<file path="src/rtl/debouncer_2ch.sv">
// Two-channel synchroniser plus debouncer feeding the 2-bit edge detector.
// Optional macro DEBOUNCE_SYNC3_EN deepens each synchroniser to three flops.
module debouncer_2ch #(
   parameter int N_ESTAVEL = 4,
   parameter int CNT_W     = 3
) (
   input  logic       clk,
   input  logic       rst,
   input  logic [1:0] bruto,
   output logic [1:0] saida,
   output logic       ocupado
);

`ifdef DEBOUNCE_SYNC3_EN
   localparam int SYNC_D = 3;
`else
   localparam int SYNC_D = 2;
`endif

   localparam logic [CNT_W-1:0] CNT_LAST = CNT_W'(N_ESTAVEL - 1);
   localparam logic [CNT_W-1:0] CNT_ONE  = CNT_W'(1);

   logic [SYNC_D-1:0] sync_q [2];
   logic [CNT_W-1:0]  cnt    [2];
   logic [1:0]        s;

   always_comb begin
      s = 2'b00;
      for (int i = 0; i < 2; i++) begin
         s[i] = sync_q[i][SYNC_D-1];
      end
   end

   // Shared rule on both channels keeps simultaneous changes aligned.
   always_ff @(posedge clk) begin
      if (rst) begin
         saida <= 2'b00;
         for (int i = 0; i < 2; i++) begin
            sync_q[i] <= '0;
            cnt[i]    <= '0;
         end
      end else begin
         for (int i = 0; i < 2; i++) begin
            sync_q[i] <= {sync_q[i][SYNC_D-2:0], bruto[i]};
            if (s[i] == saida[i]) begin
               cnt[i] <= '0;
            end else if (cnt[i] == CNT_LAST) begin
               saida[i] <= s[i];
               cnt[i]   <= '0;
            end else begin
               cnt[i] <= cnt[i] + CNT_ONE;
            end
         end
      end
   end

   assign ocupado = (cnt[0] != '0) | (cnt[1] != '0);

endmodule

</file>
<file path="config.mk">
export PLATFORM = sky130hd
export DESIGN_NAME = debouncer_2ch
export DESIGN_NICKNAME = d
export VERILOG_FILES = /design/src/rtl/debouncer_2ch.sv
export SDC_FILE = /design/constraint.sdc
export NUM_CORES = 1
export LEC_CHECK = 0
export CELL_PAD_IN_SITES_DETAIL_PLACEMENT = 0
export CELL_PAD_IN_SITES_GLOBAL_PLACEMENT = 2
export CORE_UTILIZATION = 35
export CTS_CLUSTER_SIZE = 24
export DETAILED_ROUTE_END_ITERATION = 10
export PLACE_DENSITY_LB_ADDON = 0.1
export SYNTH_ARGS = -nofsm -noshare
export SYNTH_HDL_FRONTEND = slang
export SYNTH_SLANG_ARGS = --single-unit
</file>
<file path="constraint.sdc">
create_clock -name clk -period 2.31 [get_ports clk]
set_input_delay 0.231 -clock clk [delete_from_list [all_inputs] [get_ports clk]]
set_output_delay 0.231 -clock clk [all_outputs]
set_load 0.01 [all_outputs]
</file>
==> impl_metrics.prom <==
# TYPE chip_impl_metric gauge
chip_impl_metric{name="ys_warn_count",unit=""} 0
chip_impl_metric{name="vias_in_the_first_global_route",unit=""} 340
chip_impl_metric{name="fin_crit_sh",unit="%"} 75.2
chip_impl_info{name="clock_tree_from_tritoncts",value="done"} 1
chip_impl_metric{name="globalRouteTotalUtil",unit="%"} 10.6
chip_impl_metric{name="floorplan.rows",unit=""} 13
chip_impl_metric{name="syn_std_cell_area",unit="sq um"} 554
chip_impl_metric{name="tritoncts_num_sinks",unit=""} 12
chip_impl_info{name="critical_path.top_delay_family",value="buffers and inverters"} 1
chip_impl_metric{name="timing.critical_path.arrival",unit="ps"} 1510
chip_impl_info{name="clock_tree_root_buffer_cell",value="sky130_fd_sc_hd__clkbuf_4"} 1
chip_impl_metric{name="seq_area_frac_synth",unit="%"} 54.2
chip_impl_metric{name="grt_first_pass_wirelength",unit="um"} 1370
chip_impl_metric{name="layout-drive-gt1-share",unit="%"} 16.1
chip_impl_metric{name="post_synth_inst_count",unit=""} 43
chip_impl_info{name="path_category_of_the_worst_min_delay_check",value="register to register"} 1
chip_impl_metric{name="netlist.area_leader.share",unit="%"} 32.5
chip_impl_info{name="status",value="complete, no violations"} 1
chip_impl_metric{name="post-route-drc-count",unit=""} 0
chip_impl_metric{name="initial_antenna_violation_count",unit=""} 0
chip_impl_metric{name="synth_area_per_cell",unit="sq um"} 12.9
chip_impl_metric{name="io_pins",unit=""} 7
chip_impl_info{name="synth.top_cells.by_area",value="sky130_fd_sc_hd__edfxtp_1 (33%), sky130_fd_sc_hd__dfxtp_1 (22%), sky130_fd_sc_hd__ha_1 (14%), sky130_fd_sc_hd__and2b_2 (6.3%), sky130_fd_sc_hd__nor4b_2 (5.4%)"} 1
chip_impl_metric{name="timing.critical_path.fanout_max",unit=""} 3
chip_impl_metric{name="initial_core_util",unit="%"} 40.1
chip_impl_metric{name="timing_hold_violations_final",unit=""} 0
chip_impl_info{name="worstPathCellList",value="inv_1 > ha_1 > nand4_1 > clkdlybuf4s50_1"} 1
chip_impl_metric{name="post_cts.repair.setup_buffers",unit=""} 0
chip_impl_metric{name="fin_tns_setup",unit="ps"} 0
chip_impl_metric{name="overflow",unit=""} 0
chip_impl_metric{name="die_height",unit="um"} 41.8
chip_impl_metric{name="clock_tree.buffer_depth",unit=""} 2
chip_impl_metric{name="antenna_violating_nets_post_route",unit=""} 0
chip_impl_metric{name="num_antenna_cells",unit=""} 0
chip_impl_metric{name="worst_setup_hold_path_clk_slew",unit="ps"} 70
chip_impl_metric{name="period_needed",unit="ps"} 1740
chip_impl_metric{name="post_drt_wl_per_cell",unit="um"} 10.8
chip_impl_info{name="critical_path.startpoint_type",value="register"} 1
chip_impl_metric{name="ys_ff_latch",unit=""} 12
chip_impl_metric{name="detailedRoute.firstIterationViolations",unit=""} 1
chip_impl_metric{name="cts-resized-gates",unit=""} 0
chip_impl_metric{name="die_footprint",unit="sq um"} 1750
chip_impl_metric{name="detail_route.vias_per_cell",unit=""} 4.68
chip_impl_info{name="netlist.top_cell.by_area",value="sky130_fd_sc_hd__edfxtp_1"} 1
chip_impl_metric{name="vdd_ir_drop_max",unit="mV"} 0.319
chip_impl_metric{name="route.final.wire_length",unit="um"} 770
chip_impl_metric{name="report.final.setup_viol",unit=""} 0
chip_impl_metric{name="slew_violations",unit=""} 0
chip_impl_metric{name="cpPeakStageDelay",unit="ps"} 530
chip_impl_info{name="rsz0062_at_grt",value="false"} 1
chip_impl_metric{name="dr.pass1.iters",unit=""} 4
chip_impl_metric{name="critPathBufInv",unit=""} 2
chip_impl_metric{name="leakage",unit="uW"} 0.000274
chip_impl_metric{name="grt_max_degree",unit=""} 13
chip_impl_metric{name="maxCapViolations",unit=""} 0
chip_impl_metric{name="numPortBuffers",unit=""} 6
chip_impl_metric{name="required",unit="ps"} 2080
chip_impl_info{name="critical_path.endpoint_type",value="output pin"} 1
chip_impl_metric{name="tritoncts.num_buffers",unit=""} 3
chip_impl_metric{name="cts-htree-levels",unit=""} 1
chip_impl_metric{name="core_region_area",unit="sq um"} 1380
chip_impl_info{name="timing.setup.critical_path_class",value="register to output pin"} 1
chip_impl_metric{name="synthDistinctLibCells",unit=""} 13
chip_impl_metric{name="post_layout_nets",unit=""} 68
chip_impl_metric{name="maxClockFrequency",unit="MHz"} 576
chip_impl_info{name="cp_slowest_cell",value="sky130_fd_sc_hd__clkdlybuf4s50_1"} 1
chip_impl_metric{name="postCtsHoldBufs",unit=""} 0
chip_impl_metric{name="final.setup_skew",unit="ps"} 3.85
chip_impl_metric{name="flow.area_growth_from_synthesis",unit="%"} 19.6
chip_impl_metric{name="gp_routability_congestion",unit=""} 0.597
chip_impl_metric{name="final_cell_utilization_of_the_core",unit="%"} 48.0
chip_impl_metric{name="power.density",unit="nW/um^2"} 578
chip_impl_metric{name="chipWidth",unit="um"} 41.8
chip_impl_metric{name="dr_total_vias",unit=""} 332
chip_impl_metric{name="dp_hpwl",unit="um"} 637
chip_impl_metric{name="clock_latency",unit="ps"} 260
[flip-flops by register name (all words and copies together), names as in the netlist]
name    cells
saida       2
cnt         6
sync_q      4
[per-stage QoR]
step,power [uW],area (sq um),setup WS [ps],hold slack (ps),std cells
global route,404,663,473,472,71
detailed placement,271,641,803,440,68
floorplan,261,573,1050,373,48
CTS,390,663,559,458,71
finish,383,663,574,453,71
global placement,269,641,873,434,68
[logic make-up after synthesis]
family / Yosys count / synth area share [%]
AND/OR/NAND/NOR: 13 / 18.7
flip-flops: 12 / 54.2
buffers and inverters: 7 / 6.09
adder cells (fa/ha/maj): 6 / 13.5
XOR/XNOR: 2 / 3.16
multiplexers: 2 / 3.61
other: 1 / 0.677
[cells in the final DEF, fill, tap and decap left out, drive strengths merged]
| cell | n |
|---|---|
| inv | 6 |
| dfxtp | 6 |
| nor2 | 2 |
| xnor2 | 2 |
| clkdlybuf4s50 | 6 |
| mux2i | 2 |
| conb | 6 |
| edfxtp | 6 |
| nor4b | 2 |
| and2b | 4 |
| ha | 6 |
| clkbuf | 3 |
| nor4 | 4 |
| nand4 | 1 |
[final timing paths]
kind	cells past startpoint	slack (ps)	start	to
min	1	450	sync_q[0][0]$_SDFF_PP0_	sync_q[0][1]$_SDFF_PP0_
min reg2reg	1	450	sync_q[0][0]$_SDFF_PP0_	sync_q[0][1]$_SDFF_PP0_
max	4	570	cnt[0][0]$_SDFFCE_PN0P_	ocupado
max reg2reg	3	880	cnt[1][0]$_SDFFCE_PN0P_	cnt[1][2]$_SDFFCE_PN0P_
[cell type report]
type | instances | area [sq um]
clock buffer | 3 | 22.5
inverter | 6 | 22.5
multi-input combinational | 29 | 239
tap | 15 | 18.8
sequential | 12 | 300
timing repair buffer | 6 | 60.1
fill | 132 | 719
[cell usage after synthesis]
| library cell | count |
|---|---|
| sky130_fd_sc_hd__and2b_2 | 4 |
| sky130_fd_sc_hd__nor4_1 | 4 |
| sky130_fd_sc_hd__inv_1 | 6 |
| sky130_fd_sc_hd__nor2_1 | 2 |
| sky130_fd_sc_hd__conb_1 | 1 |
| sky130_fd_sc_hd__xnor2_1 | 2 |
| sky130_fd_sc_hd__edfxtp_1 | 6 |
| sky130_fd_sc_hd__dfxtp_1 | 6 |
| sky130_fd_sc_hd__ha_1 | 6 |
| sky130_fd_sc_hd__buf_6 | 1 |
| sky130_fd_sc_hd__nand4_1 | 1 |
| sky130_fd_sc_hd__mux2i_1 | 2 |
| sky130_fd_sc_hd__nor4b_2 | 2 |
[per-layer routing]
layer | part of all wire [%] | vias to the layer above | wire length, um | global-route usage, %
li1 | - | 168 | - | -
met1 | 42 | 156 | 325 | 10.4
met2 | 53 | 6 | 411 | 19.1
met3 | 3.4 | 2 | 26 | 3.91
met4 | 0.91 | 0 | 7 | 5.81
met5 | 0 | - | 0 | 0
[report_power, final]
| group | total, uW | switching [uW] | internal [uW] |
|---|---|---|---|
| sequential | 236 | 4.12 | 232 |
| combinational | 30.2 | 14.1 | 16.0 |
| clock | 117 | 57.4 | 60.0 |
| total | 383 | 75.7 | 308 |
Note: power is estimated with default switching activity, not from simulation.
==> RTL change: new RTL, same flow settings <==
Add a define of `DEBOUNCE_SYNC3_EN`.
--- a/src/rtl/debouncer_2ch.sv
+++ b/src/rtl/debouncer_2ch.sv
@@ -1,4 +1,6 @@
 // Two-channel synchroniser plus debouncer feeding the 2-bit edge detector.
 // Optional macro DEBOUNCE_SYNC3_EN deepens each synchroniser to three flops.
+`define DEBOUNCE_SYNC3_EN
+
 module debouncer_2ch #(
    parameter int N_ESTAVEL = 4,
Behaviour: not the same (a bounded check fails within 4 cycles, from zero or initial values and one cycle with rst high).
==> RTL change against the original RTL <==
Maximum frequency shrank 0.56%. Power is 14% higher. Sequential cell count increased by 2. Area after synthesis increased by 10%. Routed wire length decreased by 2.3%. Synthesized cell count increased by 9.3%. Worst hold slack better by 0.0036 ns. Setup slack lost 0.0097 ns. Via count grew 4.2%. Design area increased by 9.4%. Sequential power rose by 14%. First-iteration DRC count shrank 100%. Core utilization down 1.9 points.
==> RTL change: results (changes against the original RTL) <==
- Sw Share: 20.6% (+0.91 points)
- Via density: 4.49 (-3.9%)
- Number of fill cells: 145 (+9.8%)
- Ant diodes: 0 (unchanged)
- CTS Root Cell: clkbuf_4
- Synth cell count leaders: 8 x dfxtp_1, 6 x and2b_2, 6 x edfxtp_1, 6 x ha_1, 6 x inv_1
- Count of cell types in the netlist: 13 (unchanged)
- Post-Synthesis Cells: 47 (+9.3%)
- Crit path largest cell delay: 0.53 ns (about the same)
- Status: finished, final reports clean
- Final nets: 72 (+5.9%)
- Vias in the first global route: 379 (+11%)
- EDFF count, synth: 6 (unchanged)
- Area contributors post-synth: edfxtp_1 29%, dfxtp_1 26%, ha_1 12%
- Most common flop cell mapped by yosys: dfxtp_1
- Worst path top cell family by delay: buffers and inverters
- CTS HTree Levels: 1 (unchanged)
- Global-route wire length before repair: 1.52 mm (+11%)
- Worst VDD drop: 0.321 mV (+0.69%)
- Max Fanout on Critical Path: 3 (unchanged)
- DP Cell Count: 73 (+7.4%)
- Layout cell share with drive strength beyond 1: 18.0% (+2.0 points)
- Hold Crit Class: flip-flop to flip-flop
- Clock buffer depth: 2 (unchanged)
- Port buffer count: 6 (unchanged)
- GRT Util Overall: 11.1% (+0.45 points)
- Final Max Slew Viols: 0 (unchanged)
- Vias: 346 (+4.2%)
- Post-synthesis sequential area ratio: 55.6% (+1.4 points)
- P_seq: 0.270 mW (+14%)
- Overall routed net length: 752 um (-2.3%)
- Largest net degree at the start of global routing: 15 (+2)
- Clock transition at path regs: 0.08 ns
- Router iterations before antenna repair: 1 (-3)
- NetSw: 0.0906 mW (+20%)
- Largest regs: cnt (6), sync_q (6), saida (2)
- Gp weighted congestion: 0.613 (+2.7%)
- Initial antenna violation count: 0 (unchanged)
- Worst skew pair latency: ~0.27 ns
- Leakage: 0.303 nW (+10%)
- Logic pwr share: 6.3% (-1.6 points)
- TritonCTS Buffers: 3 (unchanged)
- Slowest-stage cell, CP: clkdlybuf4s50_1
- Clock skew: 0.00648 ns (+0.00263 ns)
- DR iter-0 viols: 0 (-1)
- Critical path data arrival time: 1.52 ns
- Yosys Warn Count: 0 (unchanged)
- Post-CTS Setup Bufs: 0 (unchanged)
-- RTL change: cell types whose count changed after synthesis --
cell     change
dfxtp_1      +2
and2b_2      +2
-- RTL change: stage by stage --
step	setup slack, ns	util (%)	area, um2	hold WS, ns
after floorplan	1.05	-	631	0.373
after global placement	0.871	44.4	699	0.432
after detailed placement	0.859	44.4	699	0.440
after CTS	0.543	46.0	726	0.460
after global routing	0.462	46.0	726	0.480
final	0.564	46.0	726	0.457
-- RTL change: routing by layer --
metal | share of wire, % | up-vias | track usage (%)
met5 | 0 | - | 0
met4 | 0 | 0 | 7.50
met3 | 3.1 | 0 | 3.75
met2 | 51 | 5 | 17.9
met1 | 45 | 159 | 12.2
li1 | - | 182 | -
-- RTL change: kinds of logic (layout without fill, tap and decap cells) --
| family | after synthesis | count (layout) | synth area share (%) |
|---|---|---|---|
| flip-flops | 14 | 14 | 55.6 |
| adder cells (fa/ha/maj) | 6 | 6 | 12.3 |
| other | 1 | 6 | 0.613 |
| XOR/XNOR | 2 | 2 | 2.86 |
| buffers and inverters | 7 | 16 | 5.52 |
| multiplexers | 2 | 2 | 3.27 |
| AND/OR/NAND/NOR | 15 | 15 | 19.8 |
-- RTL change: path summary, 6_finish.rpt --
check	slack, ns	from	to	cells past startpoint
worst max-delay path	0.56	cnt[0][0]	ocupado	4
worst min-delay path	0.46	sync_q[0][3]	sync_q[0][4]	1
worst max register to register	0.94	cnt[1][0]	cnt[1][2]	3
worst min register to register	0.46	sync_q[0][3]	sync_q[0][4]	1
-- RTL change: final cells by class --
type | count | area (um2) | area share, %
sequential | 14 | 340 | 46.9
multi-input combinational | 31 | 256 | 35.3
timing repair buffer | 6 | 60.1 | 8.28
clock buffer | 4 | 26.3 | 3.62
inverter | 6 | 22.5 | 3.10
tap | 16 | 20.0 | 2.76
